===== config.mk =====
export PLATFORM = sky130hd
export DESIGN_NAME = pipe_hazard_ctrl
export DESIGN_NICKNAME = d
export VERILOG_FILES = /design/src/rtl/pipe_hazard_ctrl.sv
export SDC_FILE = /design/constraint.sdc
export NUM_CORES = 1
export LEC_CHECK = 0
export BUFFER_PORTS_ARGS = -buffer_cell sky130_fd_sc_hd__buf_2
export CAP_MARGIN = 30
export CORE_AREA = 2 2 41 58
export CTS_CLUSTER_DIAMETER = 60
export CTS_CLUSTER_SIZE = 24
export DETAILED_ROUTE_END_ITERATION = 10
export DIE_AREA = 0 0 43 60
export PLACE_DENSITY = 0.76
export SLEW_MARGIN = 20
export SYNTH_ARGS = -nofsm -noshare
export SYNTH_HDL_FRONTEND = slang
export SYNTH_SLANG_ARGS = --single-unit

===== constraint.sdc =====
create_clock -name clk -period 2.2 [get_ports clk]
set_input_delay 0.22 -clock clk [delete_from_list [all_inputs] [get_ports clk]]
set_output_delay 0.22 -clock clk [all_outputs]
set_load 0.01 [all_outputs]

===== src/rtl/pipe_hazard_ctrl.sv =====
// pipe_hazard_ctrl: stall/flush scheduler for the 5-stage MIPS pipeline.
//
// This block merges four hazard sources into per-stage-register enables and
// flushes. The sources are:
//   - load-use stall reported by the ID forwarding unit;
//   - HI/LO occupancy while a MULT/DIV is still in flight;
//   - exception/redirect flush;
//   - halt.
// It also sequences the multiply/divide unit with a down-counter.
//
// Priority, highest first:
//   rst > HALT state > halt_req > exc_flush > front_stall > normal flow.
//
// Optional build feature:
//   PIPE_PERF_CNT_EN - when defined, stall_cycles counts front-end stall
//   cycles. It counts only cycles where the pipeline is not halting. When
//   undefined, stall_cycles is tied to zero and no counter flops exist.
//
// Handshake-free block: every control is a level that is valid in the same
// cycle as its inputs. The one exception is mdu_start, a registered
// single-cycle pulse. It is high in the first cycle the MDU op sits in EXE.

module pipe_hazard_ctrl #(
  parameter int MUL_CYCLES = 4,   // EXE occupancy of MULT/MULTU, 1..2^CNT_W
  parameter int DIV_CYCLES = 33,  // EXE occupancy of DIV/DIVU, 1..2^CNT_W
  parameter int CNT_W      = 6    // busy counter width
) (
  input  logic        clk,
  input  logic        rst,
  input  logic        id_load_use,
  input  logic        id_is_mdu,
  input  logic        id_is_div,
  input  logic        id_reads_hilo,
  input  logic        exc_flush,
  input  logic        halt_req,
  output logic        pc_ena,
  output logic        if_id_ena,
  output logic        id_exe_ena,
  output logic        exe_mem_ena,
  output logic        mem_wb_ena,
  output logic        if_id_flush,
  output logic        id_exe_flush,
  output logic        mdu_start,
  output logic        mdu_busy,
  output logic [31:0] stall_cycles
);

  typedef enum logic [1:0] {
    ST_RUN      = 2'd0,
    ST_MDU_BUSY = 2'd1,
    ST_HALT     = 2'd2
  } state_e;

  // The counter is loaded with occupancy-1 so that "cnt==0" marks the last
  // busy cycle. An occupancy of 1 therefore gives exactly one MDU_BUSY cycle.
  localparam logic [CNT_W-1:0] MUL_LOAD = CNT_W'(MUL_CYCLES - 1);
  localparam logic [CNT_W-1:0] DIV_LOAD = CNT_W'(DIV_CYCLES - 1);

  state_e           state_q, state_d;
  logic [CNT_W-1:0] cnt_q, cnt_d;
  logic             mdu_start_q, mdu_start_d;

  logic             hilo_haz;
  logic             front_stall;
  logic             halting;
  logic             issue;

  // Hazard decode shared by the next-state and output processes.
  always_comb begin
    mdu_busy    = (state_q == ST_MDU_BUSY);
    hilo_haz    = mdu_busy & (id_is_mdu | id_reads_hilo);
    front_stall = id_load_use | hilo_haz;
    halting     = (state_q == ST_HALT) | halt_req;
    // A new MDU op can only leave ID when the unit is idle and nothing
    // of higher priority is holding or squashing the front end.
    issue       = (state_q == ST_RUN) & id_is_mdu & ~halt_req & ~exc_flush &
                  ~front_stall;
  end

  // State, busy counter and start pulse registers.
  always_ff @(posedge clk or posedge rst) begin
    if (rst) begin
      state_q     <= ST_RUN;
      cnt_q       <= '0;
      mdu_start_q <= 1'b0;
    end else begin
      state_q     <= state_d;
      cnt_q       <= cnt_d;
      mdu_start_q <= mdu_start_d;
    end
  end

  // Next-state logic. In HALT the counter freezes, and only rst leaves it.
  always_comb begin
    state_d     = state_q;
    cnt_d       = cnt_q;
    mdu_start_d = 1'b0;
    case (state_q)
      ST_RUN: begin
        if (halt_req) begin
          state_d = ST_HALT;
        end else if (issue) begin
          state_d     = ST_MDU_BUSY;
          cnt_d       = id_is_div ? DIV_LOAD : MUL_LOAD;
          mdu_start_d = 1'b1;
        end
      end
      ST_MDU_BUSY: begin
        // A flush does not abort the count. The issued op still completes.
        if (halt_req) begin
          state_d = ST_HALT;
        end else if (cnt_q == '0) begin
          state_d = ST_RUN;
        end else begin
          cnt_d = cnt_q - 1'b1;
        end
      end
      ST_HALT: begin
        state_d = ST_HALT;
      end
      default: begin
        state_d = ST_RUN;
        cnt_d   = '0;
      end
    endcase
  end

  // Output logic: enables and flushes by priority.
  always_comb begin
    pc_ena       = 1'b1;
    if_id_ena    = 1'b1;
    id_exe_ena   = 1'b1;
    exe_mem_ena  = 1'b1;
    mem_wb_ena   = 1'b1;
    if_id_flush  = 1'b0;
    id_exe_flush = 1'b0;
    if (halting) begin
      pc_ena      = 1'b0;
      if_id_ena   = 1'b0;
      id_exe_ena  = 1'b0;
      exe_mem_ena = 1'b0;
      mem_wb_ena  = 1'b0;
    end else if (exc_flush) begin
      if_id_flush  = 1'b1;
      id_exe_flush = 1'b1;
    end else if (front_stall) begin
      // Hold PC and IF/ID. Push a bubble into EXE so the back end drains.
      pc_ena       = 1'b0;
      if_id_ena    = 1'b0;
      id_exe_flush = 1'b1;
    end
  end

  assign mdu_start = mdu_start_q;

`ifdef PIPE_PERF_CNT_EN
  logic [31:0] stall_cycles_q, stall_cycles_d;

  // Count front-end stall cycles. Halt-induced freezes are not counted.
  always_comb begin
    stall_cycles_d = stall_cycles_q;
    if (!pc_ena && (state_q != ST_HALT) && !halt_req) begin
      stall_cycles_d = stall_cycles_q + 32'd1;
    end
  end

  // Performance counter register. It wraps naturally at 2^32.
  always_ff @(posedge clk or posedge rst) begin
    if (rst) begin
      stall_cycles_q <= 32'h0;
    end else begin
      stall_cycles_q <= stall_cycles_d;
    end
  end

  assign stall_cycles = stall_cycles_q;
`else
  assign stall_cycles = 32'h0;
`endif

endmodule


After elaboration in Yosys (flattened, before gate mapping) --
Index checks and enable logic that the tools add are counted.
Operators by class: $add $sub $neg 1, bitwise logic cells 12, mux-type cells 23, equality and inequality tests 8, reductions and logical operators 4
Operators by type and width (count):
- two-way mux 6 bit | 5
- one-hot mux 6 bit (3 select lines) | 1
- two-way mux 1 bit | 12
- two-way mux 2 bit | 4
- inequality test 2 bit, second input constant | 4
- zero test 6 bit | 1
- one-hot mux 2 bit (3 select lines) | 1
- subtractor 6 x 1 -> 6 bit, second input constant | 1
- AND 1 bit | 5
- AND reduction 5 bit | 1
- inverter 1 bit | 4
- inequality test 3 x 2 -> 1 bit, second input constant | 1
- inequality test 3 bit, second input constant | 1
- OR 1 bit | 3
- == test 2 x 1 -> 1 bit, second input constant | 1
- == test 2 bit, second input constant | 1
- zero test 2 bit | 1
- AND reduction 2 bit | 1
Storage, ports and cells: register bits 9, output and inout bits 41, logic and storage cells 51

Depth between registers and ports, before layout --
word-level depth 8, gate-level depth with buffers 6, depth with buffers taken out 6

Least setup slack after synthesis --
OpenSTA, ideal clock, no wires.
path kind in2reg, start point input halt_req, end point register cnt_q[5], setup time 0.124 ns, arrival 1.573 ns, stages on the path 5, slack 0.503 ns, required time 2.076 ns, path through or4b_1 or3_1 buf_6 and2_4 a211o_1
On the way: longest elaborated chain between the ends 6
RTL lines:
- from (decl) | line 35 | input logic halt_req,
- inverter 1 bit | line 76 | issue = (state_q == ST_RUN) & id_is_mdu & ~halt_req & ~exc_flush &
- AND 1 bit (3 in series) | line 76
- inequality test 2 bit (no source line)
- AND reduction 5 bit (no source line) (*)
- to (signal assigned) | line 88 | cnt_q <= cnt_d;
- to (decl) | line 60 | logic [CNT_W-1:0] cnt_q, cnt_d;
Every way passes the cells marked *; elsewhere a longest branch is shown, timed or not. A chain may end at the register's enable or synchronous reset.

Worst setup path in the final report --
start point register cnt_q[0], end point register cnt_q[5]
On the way: longest elaborated chain between the ends 4
RTL lines:
- subtractor 6 x 1 -> 6 bit | line 115 | cnt_d = cnt_q - 1'b1;
- two-way mux 6 bit | line 112 | end else if (cnt_q == '0) begin
- two-way mux 6 bit | line 110 | if (halt_req) begin
- one-hot mux 6 bit (3 select lines) | line 98 | case (state_q)
Several ways; a longest one is shown, not always the timed one. The select of a mux whose other input is x is not followed.

==> flow_summary.toml <==
[cts]
cts_tree = "built"
cts_made_buffers = 3
cts_resized = 0
htreeDepth = 1
clk_latency_ns = 0.28
post-cts-setup-buffers = 0
ctsRootBufferMaster = "clkbuf_4"
clk_pin_slew_ns = 0.07
cts_sinks = 9
cts.path.max_buffers = 2

[floorplan]
fp-row-count = 20
die_area_sq_um = 2580
io_pins = 49
start_util_pct = 40.4
coreArea_sq_um = 2100
die_x_um = 43
die_h_um = 60

[routing]
drcViolationCount = 0
drt-wirelength-per-cell_um = 10.1
viasPerCell = 4.64
antenna_left = 0
num_vias = 659
routed_wl_um = 1430
first_iter_violations = 14
drtPass1Iterations = 4

[pwr]
total_power_uw = 522
p_per_area_nw_per_um2 = 619
leakagePower_nw = 0.475
ir_drop_uv = 279

[global_routing]
antenna_found_initial = 0
grt_overflow = 0
grt_max_degree = 10
gr-usage-all-layers_pct = 11.5
grt_pass1_vias = 573
grt_pass1_wl_um = 2240

[worst_setup_path]
arrival_ns = 1.92
path_cells = "inv_1 > ha_1 > a311o_1 > and2_4 > a211o_1"
slowest_delay_ns = 0.43
r2r_cells = 5
r2r_slack_ns = 0.44
timing.rr.start = "cnt_q[0]"
startpoint_type = "flip-flop"
critical_path.slowest_cell = "dfrtp_1"
critPathRequiredTime_ns = 2.36
worst-setup-path-type = "reg2reg"
end_kind = "flip-flop"
path_max_fanout = 5
regToRegEndpoint = "cnt_q[5]"

[cells_and_area]
nNetsFinal = 131
final_layout_size_suffix_gt1_share_pct = 18.3
fin_util_pct = 40.1
final_cell_area_sq_um = 843
instances_no_fill = 142
antenna_cells = 0
fill_cells = 221
area_growth_pct = -0.590

[timing]
maxSlewViolCount = 0
fin_crit_ns = 1.76
timing.hold.ws_ns = 0.173
report.final.hold_viol_count = 0
finalClockSkew_ns = 0.00396
fmax_ghz = 0.570
setup_viol = 0
fin_ws_ns = 0.444
grt_setup_unrepaired = "false"
period_share_pct = 79.8
fin_setup_tns_ns = 0

[worst_hold_path]
hp-class = "in2reg"
holdPathEnd = "state_q[0]"
worstHoldStart = "halt_req"
hold-path-cell-count = 2

[logic_synthesis]
synth_top_area_share_pct = 31.0
synthFlopType = "dfrtp_1"
synth_cells = 103
synth_edf_count = 0
ys_types = 34
yosysWarnings = 0
yosysTopAreaCell = "buf_4"
ys_seq_area_share_pct = 26.5
synth_commonest_cells = "buf_4, dfrtp_1, inv_1"
synth_most_common_cell = "buf_4"
syn_area_sq_um = 848
synthArstFlopShare_pct = 100
syn_area_per_cell_sq_um = 8.24
netlist_top_cells_area = "buf_4, dfrtp_1, inv_1, nor2_1, ha_1"
synth_seq_cells = 9

[placed_design]
place_inst = 137
place_hpwl_um = 1180
globalplace.congestion = 0.934
place_ws_ns = 0.308
numPortBuffers = 16
placed_area_sq_um = 806

[outcome]
outcome = "finished, final reports clean"

[job]
max_cap_violations = 0
## report_power, final
| part | internal [mW] | switching, mW |
|---|---|---|
| combinational | 0.0673 | 0.0967 |
| clock | 0.0675 | 0.0677 |
| sequential | 0.189 | 0.0338 |
| total | 0.324 | 0.198 |
## sequential cells by signal, indices dropped and copies added (netlist names)
signal	cells
mdu_start	1
cnt_q	6
state_q	2
## what timing repair did
| action | 4_1_cts | 5_1_grt |
|---|---|---|
| hold endpoints to repair | 9 | 0 |
| endpoints found under the setup margin | 0 | 0 |
| hold buffers | 1 | 0 |
## metal layers
layer | vias up | track usage (%) | part of all wire [%]
met2 | 38 | 21.0 | 53
met5 | - | 0 | 0
li1 | 315 | - | -
met3 | 10 | 3.93 | 8.7
met4 | 0 | 5.63 | 3.6
met1 | 296 | 11.6 | 35
## layout make-up
type	count	area (sq um)	share of cell area [%]
clock inverter	1	5.00	0.593
timing repair buffer	18	97.6	11.6
clock buffer	3	22.5	2.67
sequential	9	225	26.7
multi-input combinational	80	432	51.2
inverter	9	33.8	4.01
tap	22	27.5	3.26
## critical path: cells and delay by family (launching register included)
family	cells	cell delay [ns]
DFF	1	0.43
buffers and inverters	1	0.09
and+or+nand+nor	1	0.19
adders and majority gates	1	0.26
AOI/OAI and AO/OA	2	0.67
## placed cells by master, fill, tap and decap left out, types with 2 or more instances in the layout
cell type	instances
conb_1	32
buf_2	16
dfrtp_1	9
inv_1	8
nor2_1	7
nand3_1	5
nor3_1	3
nand2_1	3
clkbuf_4	3
or3_1	2
a211oi_1	2
o31ai_1	2
and2_1	2
a21oi_1	2
ha_1	2
## how the worst max path moves through the flow
stage / startpoint / to / slack [ns] / depth (start not counted)
finish: cnt_q[0] / cnt_q[5] / 0.44 / 5
detailed placement: halt_req / cnt_q[5] / 0.31 / 5
global placement: halt_req / cnt_q[5] / 0.34 / 5
global route: cnt_q[0] / cnt_q[5] / 0.35 / 5
CTS: cnt_q[0] / cnt_q[5] / 0.46 / 5
floorplan: halt_req / cnt_q[5] / 0.50 / 5
## logic make-up (layout without fill, tap and decap cells)
| family | after synthesis | after routing | share of synthesized area [%] |
|---|---|---|---|
| AND/OR/NAND/NOR | 28 | 28 | 17.6 |
| other | 1 | 32 | 0.442 |
| adder cells (fa/ha/maj) | 2 | 2 | 2.95 |
| buffers and inverters | 45 | 31 | 36.3 |
| multiplexers | 1 | 1 | 1.18 |
| AO/OA/AOI/OAI | 17 | 17 | 15.0 |
| flip-flops | 9 | 9 | 26.5 |
(Power assumes the default switching activity.)
